<file path="src/rtl/pong_pkg.sv">
// pong_pkg
// Definitions shared by the pong ball controller, the paddle converter and the
// matrix driver: default matrix geometry, the game-sequencing state encoding
// and the frame pixel index helper.
package pong_pkg;

    // Default matrix geometry used across the pong blocks.
    localparam int unsigned ROW_DEF = 4;
    localparam int unsigned COL_DEF = 4;

    typedef enum logic [2:0] {
        IDLE,
        SERVE,
        PLAY,
        MISS,
        OVER
    } state_e;

    // Flat frame bit position of pixel (r, c) in a matrix that is `cols` wide.
    function automatic int unsigned idx(input int unsigned r,
                                        input int unsigned c,
                                        input int unsigned cols = COL_DEF);
        return r * cols + c;
    endfunction

endpackage

</file>
<file path="src/rtl/pong_tick_gen.sv">
// pong_tick_gen
// Divides clk down to a one-cycle ball-step tick.
// Ports:
//   clk    - system clock
//   rst    - synchronous reset, active-high
//   clr_i  - forces the counter back to zero
//   en_i   - counter advances while high
//   tick_o - high in the cycle the counter sits at TICK_DIV-1 (while enabled)
module pong_tick_gen #(
    parameter int unsigned TICK_DIV = 25000000
) (
    input  logic clk,
    input  logic rst,
    input  logic clr_i,
    input  logic en_i,
    output logic tick_o
);

    // TICK_DIV == 1 still needs a 1-bit counter; it then simply stays at 0.
    localparam int unsigned CW = (TICK_DIV > 1) ? $clog2(TICK_DIV) : 1;
    localparam logic [CW-1:0] LAST = CW'(TICK_DIV - 1);

    logic [CW-1:0] cnt_q, cnt_d;

    assign tick_o = en_i && (cnt_q == LAST);

    always_comb begin
        // NOTE: every signal written here gets a value first, so no latch is inferred.
        cnt_d = cnt_q;
        if (clr_i) begin
            cnt_d = '0;
        end else if (en_i) begin
            cnt_d = tick_o ? '0 : cnt_q + CW'(1);
        end
    end

    always_ff @(posedge clk) begin
        // NOTE: state registers use non-blocking assignments so all flops update together.
        if (rst) begin
            cnt_q <= '0;
        end else begin
            cnt_q <= cnt_d;
        end
    end

endmodule

</file>
<file path="src/rtl/pong_ball_controller.sv">
// pong_ball_controller
// Game sequencing for the pong LED matrix: owns ball position, direction and
// miss count, steps the ball on the divided tick, checks hits against the
// bottom-row paddle mask and composes the registered frame.
// Ports:
//   clk            - system clock
//   rst            - synchronous reset, active-high
//   start          - level; begins a game from IDLE or OVER
//   down_player    - paddle mask, bit c = paddle in column c of the bottom row
//   out_for_matrix - registered frame, bit r*COL+c = pixel (r, c)
//   ball_row       - current ball row
//   ball_col       - current ball column
//   miss_count     - misses this game
//   game_over      - high while in OVER
module pong_ball_controller
    import pong_pkg::*;
#(
    parameter int unsigned ROW        = ROW_DEF,
    parameter int unsigned COL        = COL_DEF,
    parameter int unsigned TICK_DIV   = 25000000,
    parameter int unsigned SERVE_COL  = 0,
    parameter int unsigned MISS_TICKS = 2,
    parameter int unsigned MAX_MISS   = 3
) (
    input  logic                          clk,
    input  logic                          rst,
    input  logic                          start,
    input  logic [COL-1:0]                down_player,
    output logic [COL*ROW-1:0]            out_for_matrix,
    output logic [$clog2(ROW)-1:0]        ball_row,
    output logic [$clog2(COL)-1:0]        ball_col,
    output logic [$clog2(MAX_MISS+1)-1:0] miss_count,
    output logic                          game_over
);

    localparam int unsigned N   = ROW * COL;
    localparam int unsigned RW  = $clog2(ROW);
    localparam int unsigned CLW = $clog2(COL);
    localparam int unsigned MW  = $clog2(MAX_MISS + 1);
    localparam int unsigned TW  = (MISS_TICKS > 1) ? $clog2(MISS_TICKS) : 1;

    localparam logic [RW-1:0]  ROW_LAST  = RW'(ROW - 1);
    localparam logic [RW-1:0]  ROW_ABOVE = RW'(ROW - 2);   // row just above the paddle
    localparam logic [RW-1:0]  ROW_BOUNC = RW'(ROW - 3);
    localparam logic [CLW-1:0] COL_LAST  = CLW'(COL - 1);
    localparam logic [CLW-1:0] COL_SERVE = CLW'(SERVE_COL);
    localparam logic [MW-1:0]  MISS_END  = MW'(MAX_MISS);
    localparam logic [TW-1:0]  HOLD_LAST = TW'(MISS_TICKS - 1);
    localparam logic [N-1:0]   PIX_ONE   = {{(N-1){1'b0}}, 1'b1};

    state_e         state_q, state_d;
    logic [RW-1:0]  row_q, row_d;
    logic [CLW-1:0] col_q, col_d;
    logic           dir_down_q, dir_down_d;
    logic           dir_right_q, dir_right_d;
    logic [MW-1:0]  miss_q, miss_d;
    logic [TW-1:0]  hold_q, hold_d;
    logic [N-1:0]   frame_q, frame_d;
    logic           game_over_q, game_over_d;

    logic           tick;
    logic           step_en;
    logic           go_serve;
    logic [CLW-1:0] col_nxt;
    logic [MW-1:0]  miss_inc;
    logic [N-1:0]   paddle_row;
    logic [N-1:0]   ball_mask;

    // The step counter only runs while the ball is live or the miss is held.
    assign step_en = (state_q == PLAY) || (state_q == MISS);

    pong_tick_gen #(
        .TICK_DIV(TICK_DIV)
    ) u_tick (
        .clk   (clk),
        .rst   (rst),
        .clr_i (!step_en),
        .en_i  (step_en),
        .tick_o(tick)
    );

    assign paddle_row = {down_player, {((ROW - 1) * COL){1'b0}}};
    assign ball_mask  = PIX_ONE << idx(32'(row_q), 32'(col_q), COL);
    assign miss_inc   = miss_q + MW'(1);

    always_comb begin
        state_d     = state_q;
        row_d       = row_q;
        col_d       = col_q;
        dir_down_d  = dir_down_q;
        dir_right_d = dir_right_q;
        miss_d      = miss_q;
        hold_d      = hold_q;
        go_serve    = 1'b0;
        col_nxt     = col_q;

        case (state_q)
            IDLE: begin
                if (start) begin
                    miss_d   = '0;
                    go_serve = 1'b1;
                end
            end
            SERVE: state_d = PLAY;
            PLAY: begin
                if (tick) begin
                    // Column moves first; the hit check looks at the column the
                    // ball is arriving in, not the one it is leaving.
                    if (dir_right_q && col_q == COL_LAST) begin
                        dir_right_d = 1'b0;
                        col_nxt     = CLW'(COL - 2);
                    end else if (!dir_right_q && col_q == '0) begin
                        dir_right_d = 1'b1;
                        col_nxt     = CLW'(1);
                    end else begin
                        col_nxt = dir_right_q ? col_q + CLW'(1) : col_q - CLW'(1);
                    end
                    col_d = col_nxt;

                    if (dir_down_q && row_q == ROW_ABOVE) begin
                        if (down_player[col_nxt]) begin
                            dir_down_d = 1'b0;
                            row_d      = ROW_BOUNC;
                        end else begin
                            row_d   = ROW_LAST;
                            hold_d  = '0;
                            state_d = MISS;
                        end
                    end else if (!dir_down_q && row_q == '0) begin
                        dir_down_d = 1'b1;
                        row_d      = RW'(1);
                    end else begin
                        row_d = dir_down_q ? row_q + RW'(1) : row_q - RW'(1);
                    end
                end
            end
            MISS: begin
                if (tick) begin
                    if (hold_q == HOLD_LAST) begin
                        miss_d = miss_inc;
                        if (miss_inc == MISS_END) begin
                            state_d = OVER;
                        end else begin
                            go_serve = 1'b1;
                        end
                    end else begin
                        hold_d = hold_q + TW'(1);
                    end
                end
            end
            OVER: begin
                if (start) begin
                    miss_d   = '0;
                    go_serve = 1'b1;
                end
            end
            default: state_d = IDLE;
        endcase

        // The ball is placed on entry so the SERVE frame already shows it.
        if (go_serve) begin
            state_d     = SERVE;
            row_d       = '0;
            col_d       = COL_SERVE;
            dir_down_d  = 1'b1;
            dir_right_d = 1'b1;
        end

        case (state_q)
            IDLE:    frame_d = paddle_row;
            OVER:    frame_d = '1;
            default: frame_d = paddle_row | ball_mask;
        endcase

        game_over_d = (state_d == OVER);
    end

    always_ff @(posedge clk) begin
        if (rst) begin
            state_q     <= IDLE;
            row_q       <= '0;
            col_q       <= '0;
            dir_down_q  <= 1'b1;
            dir_right_q <= 1'b1;
            miss_q      <= '0;
            hold_q      <= '0;
            frame_q     <= '0;
            game_over_q <= 1'b0;
        end else begin
            state_q     <= state_d;
            row_q       <= row_d;
            col_q       <= col_d;
            dir_down_q  <= dir_down_d;
            dir_right_q <= dir_right_d;
            miss_q      <= miss_d;
            hold_q      <= hold_d;
            frame_q     <= frame_d;
            game_over_q <= game_over_d;
        end
    end

    assign out_for_matrix = frame_q;
    assign ball_row       = row_q;
    assign ball_col       = col_q;
    assign miss_count     = miss_q;
    assign game_over      = game_over_q;

endmodule

</file>
<file path="config.mk">
export PLATFORM = sky130hd
export DESIGN_NAME = pong_ball_controller
export DESIGN_NICKNAME = d
export VERILOG_FILES = /design/src/rtl/pong_pkg.sv /design/src/rtl/pong_tick_gen.sv /design/src/rtl/pong_ball_controller.sv
export SDC_FILE = /design/constraint.sdc
export NUM_CORES = 1
export LEC_CHECK = 0
export CAP_MARGIN = 40
export CORE_ASPECT_RATIO = 2
export CORE_UTILIZATION = 30
export CTS_BUF_LIST = sky130_fd_sc_hd__clkbuf_2
export DETAILED_ROUTE_END_ITERATION = 16
export HOLD_SLACK_MARGIN = 0.1
export PLACE_DENSITY = 0.51
export SLEW_MARGIN = 20
export SYNTH_ARGS = -nofsm -noshare
export SYNTH_HDL_FRONTEND = slang
export SYNTH_SLANG_ARGS = --single-unit
</file>
<file path="constraint.sdc">
create_clock -name clk -period 4.8 [get_ports clk]
set_input_delay 0.96 -clock clk [delete_from_list [all_inputs] [get_ports clk]]
set_output_delay 0.96 -clock clk [all_outputs]
set_load 0.01 [all_outputs]
</file>
Word-level counts from Yosys, hierarchy flattened
Index checks and enable logic that the tools add are counted.
W data, S select, Z words.

storage, ports and cells
  bits in writable memories = 0
  register bits after elaboration = 54
  ROM bits = 0
  latch bits = 0
  bits of input ports = 7
  memories kept = 0

cells by class
  reductions and logical operators = 23
  equality and inequality tests = 16
  $mul = 0
  shifts and indexed selects = 1
  order comparisons = 1
  multiplexer cells = 40
  $add $sub $neg = 8
  bitwise gates (word level) = 2
  divide/modulo/power cells = 0

operators by type and width
  cell                     count
  $pmux W16 S2             1
  $add A25 B1 Y25 const B  1
  $eq A25 B25 Y1 const B   1
  $mux W2                  12
  $mux W3                  7
  $or A16 B16 Y16          1
  $shl A1 B5 Y16 const A   1
  $mux W1                  15
  $pmux W3 S4              1
  $ne A2 B1 Y1 const B     5
  $reduce_and A4 Y1        2
  $reduce_bool A2 Y1       4
  $add A2 B1 Y2 const B    3
  $eq A2 B2 Y1 const B     3
  $eq A3 B2 Y1 const B     2
  $eq A3 B3 Y1 const B     2
  $add A4 B2 Y5            1
  $logic_and A1 B1 Y1      5
  $reduce_and A5 Y1        1
  $logic_not A2 Y1         2
  $ne A2 B2 Y1 const B     2
  $pmux W1 S2              2
  $pmux W2 S2              1
  $reduce_or A2 Y1         2
  12 further kinds         14

Depth between registers and ports, before layout
  word-level depth = 14
  mapped depth = 8

By module
Synthesis repeated with hierarchy kept, for this count alone.

second synthesis, totals
  cells, all modules = 278
  area, all modules = 2,447.3 µm²

modules (own cells, without submodules)
  module                times used  area an instance (µm²)  cells each
  pong_tick_gen         1           1,262.5                 144
  pong_ball_controller  1           1,184.9                 134

Worst setup path before layout
OpenSTA, ideal clock, no wires.

  path type = reg-to-reg
  start point = register col_q[0] (netlist: ball_col[0])
  end point = register hold_q
  clock period less this slack = 2.455 ns
  slack = 2.345 ns
  library setup time = 0.135 ns
  cell stages (with the launch flop) = 9
  data required time = 4.665 ns
  path buffers = 1
  data arrival time = 2.319 ns
  path through = dfxtp_1 clkbuf_1 inv_1 fa_1 mux4_2 nor3b_1 nand2_1 o311ai_0 o41ai_1

on the way
  word-level cells in the longest chain between the ends = 10

ends and longest elaborated chain
  element                                                RTL line                                                  RTL
  start: declaration                                     pong_ball_controller.sv:53                                logic [CLW-1:0] col_q, col_d;
  start signal: assignment                               pong_ball_controller.sv:192                               col_q <= col_d;
  $sub A2 B1 Y2, or another cell as far along            pong_ball_controller.sv:116                               col_nxt = dir_right_q ? col_q + CLW'(1) : col_q - CLW'(1);
  $mux W2 / $logic_and A1 B1 Y1 (equally long branches)  pong_ball_controller.sv:116, pong_ball_controller.sv:112
  $mux W2                                                pong_ball_controller.sv:112                               end else if (!dir_right_q && col_q == '0) begin
  $mux W2 (*)                                            pong_ball_controller.sv:109                               if (dir_right_q && col_q == COL_LAST) begin
  $mux W2 (*)                                            pong_ball_controller.sv:106                               if (tick) begin
  $mux W2 (*)                                            pong_ball_controller.sv:97                                case (state_q)
  $bmux W1 S2 (*)                                        pong_ball_controller.sv:121                               if (down_player[col_nxt]) begin
  $mux W1 (implied by the code) (*)                      pong_ball_controller.sv:121
  $ne A2 B2 Y1 (no source line) (*)                      -
  $reduce_and A5 Y1 (no source line) (*)                 -
  end signal: assignment                                 pong_ball_controller.sv:196                               hold_q <= hold_d;
  end: declaration                                       pong_ball_controller.sv:57                                logic [TW-1:0] hold_q, hold_d;

Every way passes the cells marked *; elsewhere a longest branch is shown, timed or not. The select of a mux whose other input is x is not followed.
A chain may end at the register's enable or synchronous reset.

Final worst setup path
  start point = register col_q[0] (netlist: ball_col[0])
  end point = register state_q[0]

on the way
  word-level cells in the longest chain between the ends = 13

ends and longest elaborated chain
  element                                                RTL line                                                  RTL
  $sub A2 B1 Y2, or another cell as far along            pong_ball_controller.sv:116
  $mux W2 / $logic_and A1 B1 Y1 (equally long branches)  pong_ball_controller.sv:116, pong_ball_controller.sv:112
  $mux W2                                                pong_ball_controller.sv:112
  $mux W2 (*)                                            pong_ball_controller.sv:109
  $mux W2 (*)                                            pong_ball_controller.sv:106
  $mux W2 (*)                                            pong_ball_controller.sv:97
  $bmux W1 S2 (*)                                        pong_ball_controller.sv:121
  $mux W1 (implied by the code) (*)                      pong_ball_controller.sv:121
  $mux W3 (*)                                            pong_ball_controller.sv:121
  $mux W3 (*)                                            pong_ball_controller.sv:120                               if (dir_down_q && row_q == ROW_ABOVE) begin
  $mux W3 (*)                                            pong_ball_controller.sv:106
  $pmux W3 S4 (*)                                        pong_ball_controller.sv:97
  $mux W3 (*)                                            pong_ball_controller.sv:161                               if (go_serve) begin
  end signal: assignment                                 pong_ball_controller.sv:190                               state_q <= state_d;
  end: declaration                                       pong_ball_controller.sv:51                                state_e state_q, state_d;

Marks and branches as above.

==> impl_table.tex <==
\begin{tabular}{lr}
\hline
Metric & Value \\
\hline
\multicolumn{2}{l}{\textbf{Finish}} \\
\quad Diodes inserted & 0 \\
\quad Final layout net count & 297 \\
\quad Most common library cell in the layout ignoring fill and taps & sky130\_fd\_sc\_hd\_\_dfxtp\_1 \\
\quad Non-filler instance count after layout & 382 \\
\quad Ratio of cells with drive above 1 in the final layout & 0.07292 \\
\quad Relative area change from synthesis to final layout & 18.68\% \\
\quad Commonest cells after routing, fill and taps aside & sky130\_fd\_sc\_hd\_\_dfxtp\_1, sky130\_fd\_sc\_hd\_\_nor2\_1, sky130\_fd\_sc\_hd\_\_clkdlybuf4s50\_1 \\
\multicolumn{2}{l}{\textbf{Logic synthesis}} \\
\quad Post-synth EDFFs & 0 \\
\quad Share of cell area taken by muxes after synthesis & 0.01932 \\
\quad Ys flop type & sky130\_fd\_sc\_hd\_\_dfxtp\_1 \\
\quad Xor-xnor portion of the synthesized cell area & 0.09393 \\
\quad Post-synthesis sequential area ratio & 0.4638 \\
\quad Mapped Nets & 270 \\
\quad Synthesized-area fraction occupied by ao, oa, aoi and oai cells & 0.07461 \\
\quad Area share of fa/ha/maj cells after synthesis & 0.01932 \\
\quad Yosys warnings & 0 \\
\quad Async SR Flop Fraction & 0 \\
\quad Average size of a mapped cell & 8.965 sq um \\
\quad Count of mapped cells out of synthesis & 260 \\
\quad Combinational family with the most area after synthesis & simple AND/OR/NAND/NOR gates \\
\quad Synthesis-stage register bit count & 54 \\
\quad Post-synth design cell area & 2331 sq um \\
\quad Cell variety after synth & 43 \\
\quad Fraction of the mapped netlist area in simple logic gates & 0.3017 \\
\multicolumn{2}{l}{\textbf{Timing}} \\
\quad Final setup violation count & 0 \\
\quad Final count of pins violating max slew & 0 \\
\quad Fraction of the cycle the final worst path needs & 0.5588 \\
\quad Final-report hold violation count & 0 \\
\quad Worst slew pin tran & 738.2 ps \\
\quad Max-Slew Margin vs Limit & 0.5063 \\
\quad Clock skew after layout & 24.20 ps \\
\quad Timing-limited maximum frequency & 372.8 MHz \\
\quad Unrepaired setup endpoints after global routing & no \\
\quad Final Critical Period & 2682 ps \\
\quad Setup Total Neg Slack & 0 ps \\
\multicolumn{2}{l}{\textbf{Power and ir drop}} \\
\quad Switching power total & 179.6 uW \\
\quad Internal portion of total power & 506.5 uW \\
\quad Switching power as a share of total power & 0.2617 \\
\quad Largest vdd supply drop & 193.8 uV \\
\quad Cell area power density & 248.0 nW/um\^{}2 \\
\quad Leakage & 0.9336 nW \\
\quad Part of the power in registers & 0.665 \\
\quad Comb power frac & 0.046 \\
\quad Clock network fraction of design power & 0.289 \\
\multicolumn{2}{l}{\textbf{Placed design}} \\
\quad Final GP Congestion & 0.7404 \\
\quad Instance count after placement with tap cells included & 373 \\
\quad Total of buffers placed on input and output ports & 29 \\
\quad HPWL after detailed placement & 4.240 mm \\
\multicolumn{2}{l}{\textbf{CTS}} \\
\quad Number of levels the H-tree was split into & 2 \\
\quad Buffer depth of the longest clock path & 2 \\
\quad Sink count of the clock tree & 54 \\
\quad Clock latency on the worst-skew pair & 480 ps \\
\quad TritonCTS Buffers & 5 \\
\quad Post-CTS Hold Fix Bufs & 0 \\
\quad Worst-path clk slew & 300 ps \\
\quad Clock root buffer & sky130\_fd\_sc\_hd\_\_clkbuf\_2 \\
\quad Number of buffers inserted by post-CTS setup repair & 0 \\
\quad TritonCTS clock tree & yes \\
\quad Quantity of gates resized following cts & 0 \\
\multicolumn{2}{l}{\textbf{Min path}} \\
\quad Worst hold path class & register to register \\
\quad Instance count along the most critical hold path & 1 \\
\quad Hold Path Origin & state\_q[2]\$\_SDFF\_PP0\_ \\
\quad End of the worst hold path & state\_q[1]\$\_SDFF\_PP0\_ \\
\multicolumn{2}{l}{\textbf{Setup path}} \\
\quad Endpoint type of the worst setup path & register \\
\quad CP max-delay cell & sky130\_fd\_sc\_hd\_\_dfxtp\_1 \\
\quad Sort of element at the start of the critical path & register \\
\quad CP Data Required Time & 5220 ps \\
\quad CP Class & register to register \\
\quad Largest stage delay on the critical path & 640 ps \\
\quad Critical path, cell by cell & inv\_1, fa\_1, mux4\_2, nor3b\_1, nand2\_1, or2\_2, a31oi\_1 \\
\quad Worst flop-to-flop path startpoint & ball\_col[0]\$\_SDFFE\_PP0P\_ \\
\quad R2R cell count & 7 \\
\quad Crit path max fanout & 10 \\
\quad Critical R2R Capture & state\_q[0]\$\_SDFF\_PP0\_ \\
\quad Arrival time worst endpoint & 3100 ps \\
\quad Reg2reg setup slack & 2120 ps \\
\multicolumn{2}{l}{\textbf{Floorplan}} \\
\quad Std-Cell Rows & 45 \\
\quad I/O pins & 30 \\
\quad Floorplan die height & 126.7 microns \\
\quad Core box area & 7545 sq um \\
\quad Floorplan die width & 64.33 microns \\
\quad Starting Density & 0.3090 \\
\quad Full die area & 8148 sq um \\
\multicolumn{2}{l}{\textbf{Routing}} \\
\quad First DRT Iteration DRCs & 80 \\
\quad Detail Route Antenna Nets & 0 \\
\quad DR DRC count & 0 \\
\quad Avg WL per Cell & 14.54 microns \\
\quad Vias & 1890 \\
\quad Final Routed Wirelength & 5.553 mm \\
\quad Detailed-routing iteration count for the pre-antenna-repair pass & 4 \\
\quad Vias per inst & 4.948 \\
\multicolumn{2}{l}{\textbf{Global route}} \\
\quad Via count of the first global-routing pass & 2011 \\
\quad Maximum number of pins on one net before global-route repair & 25 \\
\quad Total global-route track usage & 0.1499 \\
\quad Initial antenna violation count & 0 \\
\quad Wire length of the first global-routing pass & 9.259 mm \\
\quad Total global routing overflow & 0 \\
\multicolumn{2}{l}{\textbf{Flow run}} \\
\quad Number of max-cap violations & 0 \\
\multicolumn{2}{l}{\textbf{Status}} \\
\quad Result of the run & finished clean \\
\hline
\end{tabular}
## power by group through the flow
stage,Clock (mW),Sequential [mW],Combinational [mW]
after floorplan,0,0.465,0.0148
after global placement,0,0.464,0.0308
after detailed placement,0,0.464,0.0311
after CTS,0.211,0.456,0.0312
after global routing,0.226,0.457,0.0348
final,0.198,0.456,0.0316
## worst max-delay path, delay by kind of cell, from the launching register on
family	cells	cell delay [ps]
buf+inv	1	180
mux	1	470
flops	1	640
simple gates	3	680
fa+ha+maj	1	500
compound gates	1	160
## area by class of cell
type / count / area [sq um]
Fill cell: 820 / 4778
Clock inverter: 3 / 25.02
Inverter: 7 / 26.28
Multi-Input combinational cell: 189 / 1186
Clock buffer: 5 / 25.02
Tap cell: 94 / 117.6
Sequential cell: 54 / 1081
Timing Repair Buffer: 30 / 305.3
## cells by family (layout without fill, tap and decap cells)
kind of cell               Yosys count  after routing
and+or+nand+nor                    129            129
muxes                                3              3
xor gates and xnor gates            25             25
AOI/OAI and AO/OA                   29             29
DFF                                 54             54
adders and majority gates            3              3
buffers and inverters               17             45
## worst max path at each step
stage                                        start                     endpoint  slack [ps]  cells past startpoint
after global routing      ball_col[0]$_SDFFE_PP0P_        state_q[0]$_SDFF_PP0_        1980                      7
after detailed placement                       rst  u_tick.cnt_q[10]$_SDFF_PP0_        1820                      4
final                     ball_col[0]$_SDFFE_PP0P_        state_q[0]$_SDFF_PP0_        2120                      7
after CTS                 ball_col[0]$_SDFFE_PP0P_                  ball_col[0]        2080                      1
after global placement                         rst  u_tick.cnt_q[11]$_SDFF_PP0_        1850                      4
after floorplan           ball_col[0]$_SDFFE_PP0P_          hold_q$_SDFFE_PP0P_        2350                      8
## synthesized netlist by cell type (all sizes together) (2+ instances only)
| cell | instances | area share |
|---|---|---|
| a211oi | 3 | 0.0097 |
| a21oi | 17 | 0.036 |
| a31oi | 2 | 0.0054 |
| and3 | 8 | 0.021 |
| clkbuf | 10 | 0.016 |
| dfxtp | 54 | 0.46 |
| ha | 2 | 0.011 |
| inv | 7 | 0.011 |
| mux2 | 2 | 0.0097 |
| nand2 | 14 | 0.023 |
| nand2b | 3 | 0.0081 |
| nand3 | 17 | 0.042 |
| nand4 | 9 | 0.031 |
| nand4b | 2 | 0.0075 |
| nor2 | 50 | 0.081 |
| nor3 | 5 | 0.011 |
| nor3b | 4 | 0.013 |
| nor4 | 4 | 0.020 |
| o21ai | 3 | 0.0064 |
| or2 | 2 | 0.0054 |
| or3 | 2 | 0.0054 |
| xnor2 | 7 | 0.026 |
| xor2 | 18 | 0.068 |
## per-layer routing
layer | share of wire | wire [microns] | global-route usage
met1 | 0.34 | 1912 | 0.1255
met4 | 0.030 | 167 | 0.07451
met3 | 0.033 | 186 | 0.03507
met5 | 0 | 0 | 0
met2 | 0.59 | 3287 | 0.3059
## state kept, by name, summed over array words and instances (netlist names), 2 cells and up
| signal | flops |
|---|---|
| ball_col | 2 |
| ball_row | 2 |
| miss_count | 2 |
| out_for_matrix | 16 |
| state_q | 3 |
| u_tick.cnt_q | 25 |
## through the flow
stage / util / setup WS (ps) / hold WS, ps / instance area [sq um] / total power [mW]
2_1_floorplan: - / 2345 / 430.5 / 2331 / 0.4794
3_3_place_gp: 0.3580 / 1854 / 454.6 / 2701 / 0.4945
3_5_place_dp: 0.3580 / 1816 / 459.9 / 2701 / 0.4948
4_1_cts: 0.3647 / 2077 / 499.5 / 2751 / 0.6982
5_1_grt: 0.3667 / 1980 / 527.4 / 2766 / 0.7188
6_report: 0.3667 / 2118 / 492.6 / 2766 / 0.6861
(Power assumes the default switching activity.)
